--- config.mk ---
export PLATFORM = sky130hd
export DESIGN_NAME = ins_step_sequencer
export DESIGN_NICKNAME = d
export VERILOG_FILES = /design/src/rtl/ins_step_sequencer_pkg.sv /design/src/rtl/ins_step_sequencer_decode.sv /design/src/rtl/ins_step_sequencer.sv
export SDC_FILE = /design/constraint.sdc
export NUM_CORES = 1
export LEC_CHECK = 0
export ABC_AREA = 1
export CAP_MARGIN = 20
export CORE_ASPECT_RATIO = 1.1
export CORE_MARGIN = 2
export CORE_UTILIZATION = 51
export CTS_BUF_LIST = sky130_fd_sc_hd__clkbuf_4 sky130_fd_sc_hd__clkbuf_8 sky130_fd_sc_hd__clkbuf_16
export DETAILED_ROUTE_END_ITERATION = 16
export PLACE_DENSITY_LB_ADDON = 0.05
export SETUP_SLACK_MARGIN = 0.5
export SYNTH_ARGS = -nofsm -noshare
export SYNTH_HDL_FRONTEND = slang
export SYNTH_HIERARCHICAL = 1
export SYNTH_SLANG_ARGS = --single-unit
--- constraint.sdc ---
create_clock -name clk -period 3.4 [get_ports clk]
set_clock_uncertainty 0.2 [all_clocks]
set_input_delay 0.68 -clock clk [delete_from_list [all_inputs] [get_ports clk]]
set_output_delay 0.68 -clock clk [all_outputs]
set_load 0.005 [all_outputs]
--- src/rtl/ins_step_sequencer_pkg.sv ---
// ============================================================================
// Module      : ins_step_sequencer_pkg
// Description : ISA constants (instruction IDs, InsM/cond codes) and
//               per-instruction step-length helpers.
// Revision    : 1.0 - initial release
// ============================================================================
`default_nettype none

package ins_step_sequencer_pkg;

    localparam int STEP_BITS = 3;
    localparam int ID_BITS   = 6;

    localparam logic [STEP_BITS-1:0] STEP_MAX = 3'd4;

    localparam logic [ID_BITS-1:0] ID_NONE  = 6'h00;
    localparam logic [ID_BITS-1:0] ID_LHI   = 6'h01;
    localparam logic [ID_BITS-1:0] ID_LLI   = 6'h02;
    localparam logic [ID_BITS-1:0] ID_LDRRI = 6'h03;
    localparam logic [ID_BITS-1:0] ID_LDRRR = 6'h04;
    localparam logic [ID_BITS-1:0] ID_STRRI = 6'h05;
    localparam logic [ID_BITS-1:0] ID_STRRR = 6'h06;
    localparam logic [ID_BITS-1:0] ID_ADD   = 6'h07;
    localparam logic [ID_BITS-1:0] ID_ADC   = 6'h08;
    localparam logic [ID_BITS-1:0] ID_SUB   = 6'h09;
    localparam logic [ID_BITS-1:0] ID_SBB   = 6'h0A;
    localparam logic [ID_BITS-1:0] ID_CMP   = 6'h0B;
    localparam logic [ID_BITS-1:0] ID_ADDI  = 6'h0C;
    localparam logic [ID_BITS-1:0] ID_SUBI  = 6'h0D;
    localparam logic [ID_BITS-1:0] ID_MOV   = 6'h0E;
    localparam logic [ID_BITS-1:0] ID_BCC   = 6'h0F;
    localparam logic [ID_BITS-1:0] ID_BCS   = 6'h10;
    localparam logic [ID_BITS-1:0] ID_BEQ   = 6'h11;
    localparam logic [ID_BITS-1:0] ID_BNE   = 6'h12;
    localparam logic [ID_BITS-1:0] ID_BAL   = 6'h13;
    localparam logic [ID_BITS-1:0] ID_JMP   = 6'h14;
    localparam logic [ID_BITS-1:0] ID_JALRL = 6'h15;
    localparam logic [ID_BITS-1:0] ID_JALRR = 6'h16;
    localparam logic [ID_BITS-1:0] ID_JR    = 6'h17;
    localparam logic [ID_BITS-1:0] ID_OUTR  = 6'h18;
    localparam logic [ID_BITS-1:0] ID_HLT   = 6'h19;

    localparam logic [4:0] M_ALU   = 5'b00000;
    localparam logic [4:0] M_LHI   = 5'b00001;
    localparam logic [4:0] M_LLI   = 5'b00010;
    localparam logic [4:0] M_LDRRI = 5'b00011;
    localparam logic [4:0] M_LDRRR = 5'b00100;
    localparam logic [4:0] M_STRRI = 5'b00101;
    localparam logic [4:0] M_STRRR = 5'b00110;
    localparam logic [4:0] M_ADDI  = 5'b00111;
    localparam logic [4:0] M_SUBI  = 5'b01000;
    localparam logic [4:0] M_MOV   = 5'b01011;
    localparam logic [4:0] M_BR    = 5'b11000;
    localparam logic [4:0] M_BAL   = 5'b11001;
    localparam logic [4:0] M_JMP   = 5'b10000;
    localparam logic [4:0] M_JALRL = 5'b10001;
    localparam logic [4:0] M_JALRR = 5'b10010;
    localparam logic [4:0] M_JR    = 5'b10011;
    localparam logic [4:0] M_SYS   = 5'b11100;

    localparam logic [2:0] COND_CC = 3'b011;
    localparam logic [2:0] COND_CS = 3'b010;
    localparam logic [2:0] COND_EQ = 3'b001;
    localparam logic [2:0] COND_NE = 3'b000;
    localparam logic [2:0] COND_AL = 3'b110;

    typedef enum logic [0:0] {
        ST_ACTIVE = 1'b0,
        ST_HALTED = 1'b1
    } seq_state_e;

    // Final step of each instruction; 0 means "no normal completion" (illegal, HLT).
    function automatic logic [STEP_BITS-1:0] last_step(input logic [ID_BITS-1:0] id);
        case (id)
            ID_LHI, ID_LLI, ID_MOV, ID_JMP, ID_JR, ID_BCC, ID_BCS,
            ID_BEQ, ID_BNE, ID_BAL, ID_OUTR:                           last_step = 3'd2;
            ID_ADD, ID_ADC, ID_SUB, ID_SBB, ID_CMP, ID_ADDI, ID_SUBI,
            ID_JALRL, ID_JALRR, ID_STRRI, ID_STRRR:                    last_step = 3'd3;
            ID_LDRRI, ID_LDRRR:                                        last_step = 3'd4;
            default:                                                   last_step = 3'd0;
        endcase
    endfunction

    function automatic logic uses_alu(input logic [ID_BITS-1:0] id);
        case (id)
            ID_ADD, ID_ADC, ID_SUB, ID_SBB, ID_CMP, ID_ADDI, ID_SUBI,
            ID_LDRRI, ID_LDRRR, ID_STRRI, ID_STRRR: uses_alu = 1'b1;
            default:                                uses_alu = 1'b0;
        endcase
    endfunction

endpackage

`default_nettype wire

--- src/rtl/ins_step_sequencer_decode.sv ---
// ============================================================================
// Module      : ins_step_sequencer_decode
// Description : Combinational instruction-word to instruction-ID decoder.
// Revision    : 1.0 - initial release
// ============================================================================
`default_nettype none

module ins_step_sequencer_decode
    import ins_step_sequencer_pkg::*;
(
    input  logic [15:0]        ins,
    output logic [ID_BITS-1:0] id,
    output logic               legal
);

    logic [4:0] w_insm;
    logic [2:0] w_cond;
    logic [1:0] w_insl;

    assign w_insm = ins[15:11];
    assign w_cond = ins[10:8];
    assign w_insl = ins[1:0];

    always_comb begin
        id = ID_NONE;
        case (w_insm)
            M_ALU: begin
                case (w_insl)
                    2'b00:   id = ID_ADD;
                    2'b01:   id = ID_ADC;
                    2'b10:   id = ID_SUB;
                    default: id = ID_SBB;
                endcase
            end
            M_LHI:   id = ID_LHI;
            M_LLI:   id = ID_LLI;
            M_LDRRI: id = ID_LDRRI;
            M_LDRRR: if (w_insl == 2'b00) id = ID_LDRRR;
            M_STRRI: id = ID_STRRI;
            M_STRRR: begin
                if (w_insl == 2'b00)      id = ID_STRRR;
                else if (w_insl == 2'b01) id = ID_CMP;
            end
            M_ADDI:  id = ID_ADDI;
            M_SUBI:  id = ID_SUBI;
            M_MOV:   id = ID_MOV;
            M_BR: begin
                case (w_cond)
                    COND_CC: id = ID_BCC;
                    COND_CS: id = ID_BCS;
                    COND_EQ: id = ID_BEQ;
                    COND_NE: id = ID_BNE;
                    default: id = ID_NONE;
                endcase
            end
            M_BAL:   if (w_cond == COND_AL) id = ID_BAL;
            M_JMP:   id = ID_JMP;
            M_JALRL: id = ID_JALRL;
            M_JALRR: id = ID_JALRR;
            M_JR:    id = ID_JR;
            M_SYS: begin
                if (w_insl == 2'b00)      id = ID_OUTR;
                else if (w_insl == 2'b01) id = ID_HLT;
            end
            default: id = ID_NONE;
        endcase
    end

    assign legal = (id != ID_NONE);

endmodule

`default_nettype wire

--- src/rtl/ins_step_sequencer.sv ---
// ============================================================================
// Module      : ins_step_sequencer
// Description : Multicycle step sequencer: fetch/decode, step counter, halt
//               flag and step-qualified control strobes.
// Revision    : 1.0 - initial release
// ============================================================================
`default_nettype none

module ins_step_sequencer
    import ins_step_sequencer_pkg::*;
#(
    parameter int CNT_W = 3,
    parameter int ID_W  = 6
) (
    input  logic             clk,
    input  logic             rst,
    input  logic             ins_valid,
    input  logic [15:0]      ins,
    input  logic             resume,
    output logic             ins_ready,
    output logic [ID_W-1:0]  ins_id,
    output logic [CNT_W-1:0] cnt,
    output logic             alu_or_not,
    output logic             buff_pc,
    output logic             illegal,
    output logic             halted
);

    seq_state_e       r_state;
    seq_state_e       w_state_nxt;
    logic [CNT_W-1:0] r_cnt;
    logic [CNT_W-1:0] w_cnt_nxt;
    logic [ID_W-1:0]  r_id;
    logic [ID_W-1:0]  w_id_nxt;

    logic [ID_W-1:0]  w_dec_id;
    logic             w_dec_legal;
    logic [CNT_W-1:0] w_last;
    logic             w_active;
    logic             w_step1;
    logic             w_illegal_step;
    logic             w_hlt_step;

    ins_step_sequencer_decode u_decode (
        .ins   (ins),
        .id    (w_dec_id),
        .legal (w_dec_legal)
    );

    assign w_last         = last_step(r_id);
    assign w_active       = (r_state == ST_ACTIVE);
    assign w_step1        = w_active && (r_cnt == CNT_W'(1));
    // A zero ID at step 1 can only come from a word that failed decode.
    assign w_illegal_step = w_step1 && (r_id == ID_NONE);
    assign w_hlt_step     = w_step1 && (r_id == ID_HLT);

    always_comb begin
        w_state_nxt = r_state;
        w_cnt_nxt   = r_cnt;
        w_id_nxt    = r_id;
        case (r_state)
            ST_ACTIVE: begin
                if (r_cnt == '0) begin
                    if (ins_valid) begin
                        w_id_nxt  = w_dec_legal ? w_dec_id : ID_NONE;
                        w_cnt_nxt = CNT_W'(1);
                    end
                end else if (r_cnt > STEP_MAX) begin
                    w_cnt_nxt = '0;
                end else if (w_hlt_step) begin
                    w_state_nxt = ST_HALTED;
                end else if (r_cnt < w_last) begin
                    w_cnt_nxt = r_cnt + CNT_W'(1);
                end else begin
                    w_cnt_nxt = '0;
                end
            end
            ST_HALTED: begin
                if (resume) begin
                    w_state_nxt = ST_ACTIVE;
                    w_cnt_nxt   = '0;
                end else if (r_cnt > STEP_MAX) begin
                    w_cnt_nxt = '0;
                end
            end
            default: begin
                w_state_nxt = ST_ACTIVE;
                w_cnt_nxt   = '0;
            end
        endcase
    end

    always_ff @(posedge clk) begin
        if (rst) begin
            r_state <= ST_ACTIVE;
            r_cnt   <= '0;
            r_id    <= '0;
        end else begin
            r_state <= w_state_nxt;
            r_cnt   <= w_cnt_nxt;
            r_id    <= w_id_nxt;
        end
    end

    assign ins_ready  = w_active && (r_cnt == '0);
    assign ins_id     = r_id;
    assign cnt        = r_cnt;
    assign halted     = (r_state == ST_HALTED);
    assign illegal    = w_illegal_step;
    assign alu_or_not = w_active && (r_cnt == CNT_W'(2)) && uses_alu(r_id);
    assign buff_pc    = w_active && (r_cnt != '0) && (r_cnt <= STEP_MAX)
                        && ((r_cnt == w_last) || w_illegal_step);

endmodule

`default_nettype wire

* Word level (Yosys, flattened, before mapping)
Memory sizes are Yosys's and may differ from the RTL's. A register that Yosys moved wholly into a read port is not among the register bits.
Cells that the tools add are included.
** Cells by class
- $add $sub $neg :: 1
- Order comparisons :: 3
- Equal/unequal tests :: 29
- Mux-type cells :: 29
- Bitwise operators :: 1
- Reductions and logical operators :: 20
** Operators by type and width (number)
- $pmux W6 S17 :: 1
- $eq A5 B5 Y1 const B :: 7
- $mux W3 :: 9
- $eq A5 B3 Y1 const B :: 4
- $mux W5 :: 4
- $pmux W5 S4 :: 1
- $mux W6 :: 3
- $mux W4 :: 3
- $pmux W4 S3 :: 1
- $eq A5 B2 Y1 const B :: 2
- $eq A5 B4 Y1 const B :: 2
- $eq A3 B2 Y1 const B :: 3
- $logic_and A1 B1 Y1 :: 9
- $eq A3 B1 Y1 const B :: 2
- $eq A6 B5 Y1 const B :: 1
- $logic_not A3 Y1 :: 2
- $logic_not A6 Y1 :: 1
- $pmux W3 S2 :: 1
- $reduce_and A3 Y1 :: 2
- $reduce_bool A6 Y1 :: 1
- $eq A5 B1 Y1 const B :: 1
- $logic_not A5 Y1 :: 1
- $mux W1 :: 5
- $logic_not A2 Y1 :: 2
- 15 further kinds :: 15
** Storage, ports and cells
- Register bits after elaboration :: 10
- ROM bits :: 112
- Bits of input ports :: 20
- Output and inout bits :: 14
- Logic and storage cells :: 88
- Memories kept :: 2
** Memory list
- (no name shown) :: words 32, bits a word 3, rd ports 1, clocked after memory_dff 1, wr ports 0, line ins_step_sequencer_pkg.sv:74 : case (id)
- (no name shown) :: words 16, bits a word 1, rd ports 1, clocked after memory_dff 1, wr ports 0, line ins_step_sequencer_pkg.sv:85 : case (id)

* Depth between registers and ports, before layout
- Depth after elaboration :: 8
- Gate-level depth with buffers :: 19
- Gate-level depth less buffers :: 19

* Modules after synthesis
The synthesis kept the hierarchy.
** By module, submodules not included
- ins_step_sequencer :: instances 1, cells an instance 149, area an instance 991.0 um2, sequential area each 280.3 um2
- ins_step_sequencer_decode :: instances 1, cells an instance 97, area an instance 511.7 um2, sequential area each 0.0 um2

* Worst setup path before layout
Ideal clock, no wire load.
- Kind :: input to register
- From :: in ins[0]
- To :: reg (tool-made name)
- Arrival time :: 2.328 ns
- Data required time :: 3.084 ns
- Path slack :: 0.756 ns
- Cell stages on the path :: 18
- Path buffers :: 0
- Cell sequence :: inv_1 ha_1 inv_1 nand2_1 nand4_1 nand3_1 nor2_1 nand2_1 nor2_1 nand2_1 a21oi_1 nor2_1 nand2_1 inv_1 ha_1 inv_1 nand2_1 and3_1
** RTL lines
- start: declaration :: line ins_step_sequencer.sv:18 : input logic [15:0] ins,

* Worst setup path after layout
- From :: reg r_cnt[0], in the netlist cnt[0]
- To :: out buff_pc
** On the way
- Cells in the longest elaborated chain, start to end :: 5
- Elaborated cells on any way between the ends :: 10
- Those cells by class :: order compare: 1; eq/ne: 2; reduce/logical: 7
** RTL lines
- start: declaration :: line ins_step_sequencer.sv:31 : logic [CNT_W-1:0] r_cnt;
- start signal: assignment :: line ins_step_sequencer.sv:100 : r_cnt <= w_cnt_nxt;
- branches (longest 4 deep; another with $le A3 B3 Y1)
- $logic_and A1 B1 Y1 * :: line ins_step_sequencer.sv:112 : && ((r_cnt == w_last) || w_illegal_step);
- end: declaration :: line ins_step_sequencer.sv:24 : output logic buff_pc,
Mark *: on every way between the ends.

==> flow_summary.toml <==
[outcome]
status = "finished, final reports clean"

[route]
dr.first_iter.drc_count = 59
wl_met3_um = 82
wl_met2_um = 2160
wl_met1_um = 1540
wl_um = 3860
dr_total_vias = 1671
wl_per_cell_um = 11.6
top_layer_used = "met4"
antenna_left = 0
firstDrtPassIters = 4
drcViolationCount = 0
viasPerCell = 5.05

[clock_network]
clock-root-buffer = "clkbuf_4"
cts_sinks = 14
clkSlewWorstSetupHoldPaths_ns = 0.09
cts_buffer_depth = 2
cts_max_level = 1
cts_buffers = 3
cts_hold_buf = 0
insertion_delay_ns = 0.29
cts_tree = "done"

[layout]
drive_above_1_share_pct = 26.5
layout.nets = 335
diodes = 0
final_core_util_pct = 76.6
area_growth_pct = 41.5

[synth]
synth_edf_count = 0
syn_area_um2 = 1500
synth_top_area_share_pct = 18.7
ys.flop_type = "dfxtp_1"
synth.area.top_cells = "dfxtp_1 19%, ha_1 13%, nand2_1 12%, inv_1 11%, nor2_1 9.2%"
yosysTopAreaCell = "dfxtp_1"
avgSynthCellArea_um2 = 6.11
postSynthCellCount = 246
synthesis.nets = 282
ys_ff_latch = 14
ys_seq_area_share_pct = 18.7
synthArstFlopShare_pct = 0
synth_cell_type_count = 28
yosysWarningCount = 6

[global_route]
grt_start_max_net_pins = 10
grt_pass1_wl_um = 6200
grt_usage_pct = 23.0
grt.overflow.total = 0
first_global_vias = 1567
grt_antenna_before_repair = 0

[place]
dp_hpwl_um = 2960
gp_congestion = 0.828
preCtsSetupSlack_ns = 0.0149
io_buffers = 27

[sta]
rsz0062_at_grt = "false"
fin_ws_ns = 0.569
fmax_mhz = 353
finalSetupTns_ns = 0
drv_slew = 0
post-route-period-util_pct = 83.3
setup_viol = 0
fin_crit_ns = 2.83
hold_viol = 0

[pwr]
switching_share_pct = 42.3
peakVddDrop_uv = 397
p_sw_uw = 463
clkPwrFrac_pct = 11.4
intPower_uw = 633
p_leak_nw = 1.20
p_comb_share_pct = 65.8
pwr-share-seq_pct = 22.8
p_per_area_nw_per_um2 = 515

[floorplanning]
die-area_um2 = 3400
start_util_pct = 54.1
die_h_um = 60.9
core_area_um2 = 2780
ios = 34
fp.dieW_um = 55.8
fp-row-count = 20

[setup_path]
crit_path_end_kind = "output port"
cpPeakStageDelay_ns = 0.50
critPathSlowestCell = "clkdlybuf4s50_1"
rr_worst_depth = 13
crit_top_cell = "ha_4"
critPathKind = "flip-flop to output port"
r2r_end = "ins_id[0]$_SDFFE_PP0N_"
crit_chain = "inv_4, ha_4, ha_4, nor3_4, a21boi_2, clkdlybuf4s50_1"
critPathLaunchType = "flip-flop"
critPathArrivalTime_ns = 1.95
cp.required_ns = 2.52
r2r_slack_ns = 1.29
r2r-start = "cnt[0]$_SDFFE_PP0P_"
path_max_fanout = 5

[worst_hold_path]
hp-class = "flip-flop to flip-flop"
hold_depth = 2
holdPathEnd = "ins_id[5]$_SDFFE_PP0N_"
hp-start = "ins_id[5]$_SDFFE_PP0N_"

[flow_run]
cap_violations = 0
-- metal layers --
metal / global-route usage [%] / vias to the layer above
li1: - / 873
met1: 24.3 / 752
met2: 46.6 / 38
met3: 1.92 / 8
met4: 11.1 / 0
met5: 0 / -
-- cells in the mapped netlist, types with 2 or more instances --
| library cell | n |
|---|---|
| a21oi_1 | 5 |
| dfxtp_1 | 14 |
| ha_1 | 16 |
| inv_1 | 46 |
| inv_2 | 7 |
| nand2_1 | 49 |
| nand2_2 | 4 |
| nand3_1 | 26 |
| nand3_2 | 5 |
| nand4_1 | 10 |
| nor2_1 | 37 |
| nor2_2 | 2 |
| nor2_4 | 3 |
| nor3_1 | 3 |
| nor3_2 | 2 |
| o21ai_0 | 4 |
| o21ai_1 | 2 |
-- power groups by stage --
stage               clock network [mW]  logic, mW  registers [mW]
floorplan                            0      0.366           0.246
global placement                     0      0.596           0.245
detailed placement                   0      0.610           0.247
CTS                              0.126      0.640           0.244
global route                     0.135      0.794           0.255
finish                           0.125      0.721           0.250
-- metrics by stage --
stage | power, mW | cell area (um2) | hold slack [ns] | instances
4_1_cts | 1.01 | 1990 | 0.379 | 328
2_1_floorplan | 0.612 | 1500 | 0.328 | 246
3_5_place_dp | 0.857 | 1910 | 0.364 | 319
3_3_place_gp | 0.842 | 1910 | 0.364 | 319
5_1_grt | 1.18 | 2130 | 0.423 | 331
6_report | 1.10 | 2130 | 0.377 | 331
-- layout make-up --
type | instances | area (um2)
fill | 256 | 651
clock buffer | 4 | 36.3
timing repair buffer | 50 | 468
tap | 33 | 41.3
multi-input combinational | 177 | 1090
inverter | 53 | 201
sequential | 14 | 287
-- worst max-delay path by stage --
stage / from / to / slack [ns] / depth (start not counted)
5_1_grt: cnt[0]$_SDFFE_PP0P_ / buff_pc / 0.49 / 6
3_3_place_gp: ins[0] / flip-flop / 0.02 / 18
6_report: cnt[0]$_SDFFE_PP0P_ / buff_pc / 0.57 / 6
2_1_floorplan: ins[0] / flip-flop / 0.76 / 18
4_1_cts: ins[0] / flip-flop / 0.33 / 18
3_5_place_dp: ins[0] / flip-flop / 0.01 / 18
-- critical path: cells and delay by family (launching register included) --
kind                       cells  cell delay (ns)
AOI/OAI and AO/OA              1             0.18
adders and majority gates      2             0.36
buffers and inverters          2             0.56
DFF                            1             0.38
and+or+nand+nor                1             0.20
-- cell usage in the layout (no fill, tap or decap), types with 2 or more instances in the layout --
cell,instances
nand2_1,45
inv_1,41
nor2_1,34
nand3_1,26
buf_4,23
clkdlybuf4s50_1,17
inv_2,11
dfxtp_1,11
nand4_1,10
dlymetal6s2s_1,10
ha_1,9
nand2_2,8
nand3_2,5
nor2_2,5
a21oi_1,4
ha_2,4
nor2_4,3
nor3_2,3
o21ai_0,3
ha_4,3
clkbuf_4,3
o21ai_1,3
dfxtp_2,2
-- cell families (layout without fill, tap and decap cells) --
logic type | Yosys count | in the layout | synth area share [%]
AND/OR/NAND/NOR | 145 | 145 | 47.5
buffers and inverters | 55 | 107 | 14.5
adder cells (fa/ha/maj) | 16 | 16 | 13.3
AO/OA/AOI/OAI | 15 | 15 | 5.75
flip-flops | 14 | 14 | 18.7
other | 1 | 1 | 0.250
-- what timing repair did --
action                     4_1_cts  5_1_grt
setup endpoints to repair        6       10
gates resized for setup          4       40
pin swaps                        2       13
buffers inserted                 5        3
No activity file was read; power rests on OpenSTA's default activity.
